--- src/rtl/lfsr_gen.sv ---
// Configurable LFSR with run-time selectable Fibonacci/Galois stepping,
// seed loading with zero-seed substitution, and period measurement.
module lfsr_gen #(
  parameter int               WIDTH = 8,
  parameter logic [WIDTH-1:0] TAPS  = 8'hB8,
  parameter logic [WIDTH-1:0] SEED  = {{(WIDTH-1){1'b0}}, 1'b1}
) (
  input  logic             clk,
  input  logic             set,
  input  logic             en,
  input  logic             load,
  input  logic [WIDTH-1:0] seed_in,
  input  logic             galois,
  output logic [WIDTH-1:0] out,
  output logic             bit_out,
  output logic             wrap,
  output logic             zero_seed,
  output logic [WIDTH-1:0] period
);

  logic [WIDTH-1:0] state_q, state_d;
  logic [WIDTH-1:0] start_q, start_d;
  logic [WIDTH-1:0] cnt_q, cnt_d;
  logic [WIDTH-1:0] period_q, period_d;
  logic             wrap_q, wrap_d;
  logic             zero_q, zero_d;

  logic             fib_fb;
  logic [WIDTH-1:0] fib_next;
  logic [WIDTH-1:0] gal_next;
  logic [WIDTH-1:0] step_next;
  logic [WIDTH-1:0] cnt_inc;

  assign fib_fb    = ^(state_q & TAPS);
  assign fib_next  = {state_q[WIDTH-2:0], fib_fb};
  assign gal_next  = (state_q >> 1) ^ (state_q[0] ? TAPS : '0);
  assign step_next = galois ? gal_next : fib_next;

  // Step counter saturates instead of rolling over to keep period meaningful.
  assign cnt_inc = (cnt_q == '1) ? cnt_q : cnt_q + WIDTH'(1);

  always_comb begin
    state_d  = state_q;
    start_d  = start_q;
    cnt_d    = cnt_q;
    period_d = period_q;
    wrap_d   = 1'b0;
    zero_d   = 1'b0;
    if (load) begin
      cnt_d = '0;
      if (seed_in == '0) begin
        state_d = SEED;
        start_d = SEED;
        zero_d  = 1'b1;
      end else begin
        state_d = seed_in;
        start_d = seed_in;
      end
    end else if (en) begin
      state_d = step_next;
      if (step_next == start_q) begin
        wrap_d   = 1'b1;
        period_d = cnt_inc;
        cnt_d    = '0;
      end else begin
        cnt_d = cnt_inc;
      end
    end
  end

  always_ff @(posedge clk or posedge set) begin
    if (set) begin
      state_q  <= SEED;
      start_q  <= SEED;
      cnt_q    <= '0;
      period_q <= '0;
      wrap_q   <= 1'b0;
      zero_q   <= 1'b0;
    end else begin
      state_q  <= state_d;
      start_q  <= start_d;
      cnt_q    <= cnt_d;
      period_q <= period_d;
      wrap_q   <= wrap_d;
      zero_q   <= zero_d;
    end
  end

  assign out       = state_q;
  assign bit_out   = galois ? state_q[0] : state_q[WIDTH-1];
  assign wrap      = wrap_q;
  assign zero_seed = zero_q;
  assign period    = period_q;

endmodule
--- config.mk ---
export PLATFORM = sky130hd
export DESIGN_NAME = lfsr_gen
export DESIGN_NICKNAME = d
export VERILOG_FILES = /design/src/rtl/lfsr_gen.sv
export SDC_FILE = /design/constraint.sdc
export NUM_CORES = 1
export LEC_CHECK = 0
export ABC_AREA = 0
export ABC_CLOCK_PERIOD_IN_PS = 2800
export BUFFER_PORTS_ARGS = -buffer_cell sky130_fd_sc_hd__buf_4
export CAP_MARGIN = 0
export CORE_MARGIN = 5
export CORE_UTILIZATION = 50
export DETAILED_ROUTE_END_ITERATION = 10
export MAX_ROUTING_LAYER = met4
export PLACE_DENSITY = 0.73
export SKIP_LAST_GASP = 1
export SLEW_MARGIN = 15
export SYNTH_ARGS = -nofsm -noshare
export SYNTH_HDL_FRONTEND = slang
export SYNTH_SLANG_ARGS = --single-unit
--- constraint.sdc ---
create_clock -name clk -period 2.8 [get_ports clk]
set_input_delay 0.14 -clock clk [delete_from_list [all_inputs] [get_ports clk]]
set_output_delay 0.14 -clock clk [all_outputs]
set_load 0.05 [all_outputs]
==> metrics.txt <==
Die W=approximately 70 um; Tot Pwr=around 1.2 mW; Setup TNS=0 ns; first-pass GRT wire length=~6.4 mm; synthesized area=roughly 1800 sq um; clock share of power=between 20% and 30%; clk_lat worst skew=about 0.34 ns; Via density=around 5.4; # setup viols final=0; GR peak layer=met2; CTS tree=done; post-CTS sizing=0; hold_buf cts=1; Port Buffers=31; Worst EP required=a little over 3 ns; GRT overflow=0; ANT nets after route=0; Yosys reg bits=34; type of element launching the critical path=flop; worst vdd ir=328 uV; Sink Count=34; Sw Pwr=411 uW; vias in the first global route=approximately 1.4k; Worst R2R Setup Slack=between 0.3 and 0.4 ns; NumNets Final=about 230; Max stage delay cell, worst path=nor4_4; most frequent cells in the layout=dfrtp_1 (32), buf_4 (32), nor2_1 (19), o21ai_0 (16), xnor2_1 (15); outcome=finished, final reports clean; share of cells above drive strength 1=24.3%; P&R area growth vs syn=17.5%; Place WS=between 0.3 and 0.4 ns; drt first pass iters=5; RD Place Congestion=between 0.7 and 0.8; cts bufs inserted=5; final wirelength=roughly 3.8 mm; final number of max-transition violations=0; crit path kind=reg -> reg; post-synthesis sequential area ratio=a little under half; Final Hold Fails=0; DP HPWL=between 2 and 3 mm; Pleak=~1 nW; GR Util met2=a little over a quarter; Rows=21; CP cell instances=xnor2_1 > xnor2_1 > o21ai_0 > xor2_1 > nor4_4 > mux2_2; min cycle time layout=between 2 and 2.5 ns; Combinational Power Share=28.8%; Post-Synthesis Cells=between 150 and 200; all-layer global routing usage=approximately 17%; clk buf depth=2; Initial Utilization=about 52%; Core Util, Final=between 60% and 70%; CP Max Fanout=9; Reg clk slew, reported paths=roughly 0.1 ns; Die H=around 70 um; Internal=about 750 uW; routed vias=between 1k and 1.5k; clk root buf=clkbuf_4; Post-route DRC=0; Peak Freq=407 MHz; Yosys cell types=30; IO Pins=32; Max Cap Viol=0; die area=4880 sq um; PwrDens=~550 nW/um^2; cell mode on critical path=xnor2_1; Ys Warns=0; H-tree levels=2; clk_skew=between 0.01 and 0.015 ns; Worst slew margin=between 50 and 60%; Final period util=roughly 88%; Net Sw Frac=between 30% and 40%; Post-Syn Nets=~200; met1 Usage GRT=about a fifth; initial antenna violation count=0; final hold slack=about 0.045 ns; Sequential Power Share=between 40% and 50%; drt wl/cell=14.5 um; met3 Usage GRT=under 10%; Initial DRC Count=between 60 and 70; crit-path max cell delay=about 0.62 ns; Slew @ Worst Pin=between 0.6 and 0.7 ns; placeable core area=between 3000 and 4000 sq um; hold_sp=seed_in[6]; setup ws final=between 0.3 and 0.4 ns; RSZ-0062 raised after global routing=no; Avg Cell Area, Syn=9.84 sq um; worst path arrival time=2.68 ns; worst reg2reg path startpoint=out[4]; # Post-CTS Setup Buffers=0; Worst Setup SP=out[4]; Ant. Diodes=0; largest net degree at the start of global routing=26; Worst Hold Class=in -> reg; critical path endpoint category=flop
## power groups by stage
stage | Sequential (mW) | Clock, mW | Combinational, mW
2_1_floorplan | 0.659 | 0 | 0.169
3_3_place_gp | 0.584 | 0 | 0.332
3_5_place_dp | 0.586 | 0 | 0.336
4_1_cts | 0.577 | 0.256 | 0.338
5_1_grt | 0.584 | 0.287 | 0.361
6_report | 0.578 | 0.247 | 0.334
## sequential cells by signal, summed over array words and instances, names as in the netlist
| register | count |
|---|---|
| out | 8 |
| period | 8 |
| start_q | 8 |
| zero_seed | 1 |
| wrap | 1 |
| cnt_q | 8 |
## worst paths after layout
path / endpoint / depth (start not counted)
min reg2reg: period[1] / 1
max reg2reg: period[2] / 6
max: period[2] / 6
min: start_q[6] / 3
max in group asynchronous: start_q[0] / 4
min in group asynchronous: period[7] / 3
## per-stage QoR
stage / area, sq um / instances
after CTS: 2110 / 260
after floorplan: 1790 / 182
after detailed placement: 2050 / 252
final: 2110 / 260
after global placement: 2050 / 252
after global routing: 2110 / 260
## cells by family (layout without fill, tap and decap cells)
group	count (synthesis)	in the layout	synth area share [%]
AND/OR/NAND/NOR	50	50	13.5
AO/OA/AOI/OAI	40	40	13.6
flip-flops	34	34	47.6
buffers and inverters	21	53	5.03
XOR/XNOR	18	18	8.80
multiplexers	18	18	10.8
adder cells (fa/ha/maj)	1	1	0.698
## cell usage after synthesis
cell | number | area [sq um]
and2_1 | 2 | 12.5
nor4_4 | 1 | 21.3
ha_1 | 1 | 12.5
dfstp_2 | 2 | 52.6
clkinv_1 | 1 | 3.75
nand4_1 | 3 | 18.8
nand3b_1 | 1 | 7.51
nand2_1 | 12 | 45.0
buf_2 | 3 | 15.0
a22o_1 | 6 | 52.6
mux2_2 | 10 | 113
nor4_1 | 1 | 6.26
and3_1 | 2 | 12.5
a21o_1 | 2 | 15.0
mux2i_1 | 8 | 80.1
clkbuf_1 | 4 | 15.0
o21ai_0 | 16 | 80.1
or3_1 | 1 | 6.26
a21oi_1 | 9 | 45.0
xnor2_1 | 15 | 131
nor2_1 | 19 | 71.3
nand3_1 | 6 | 30.0
nor3_1 | 2 | 10.0
a211oi_1 | 5 | 37.5
inv_1 | 12 | 45.0
xor2_1 | 3 | 26.3
a31oi_1 | 1 | 6.26
o21a_1 | 1 | 7.51
buf_6 | 1 | 11.3
dfrtp_1 | 32 | 801
## metal layers
| layer | share of wire [%] | wire length, um |
|---|---|---|
| met1 | 43 | 1620 |
| met2 | 51 | 1940 |
| met3 | 4.1 | 154 |
| met4 | 1.5 | 56 |
| met5 | 0 | 0 |
## worst max-delay path, delay by kind of cell, from the launching register on
| kind | cells | cell delay [ns] |
|---|---|---|
| AND/OR/NAND/NOR | 1 | 0.62 |
| XOR/XNOR | 3 | 0.57 |
| flip-flops | 1 | 0.51 |
| multiplexers | 1 | 0.41 |
| AO/OA/AOI/OAI | 1 | 0.26 |
## area by class of cell
class | instances | area (sq um)
clock inverters | 2 | 10.0
repair buffers | 33 | 250
clock buffers | 5 | 37.5
fillers | 318 | 1310
flip-flops and latches | 34 | 853
well taps | 46 | 57.6
inverters | 13 | 48.8
multi-input cells | 127 | 848
Power figures use the tool's default switching activity.
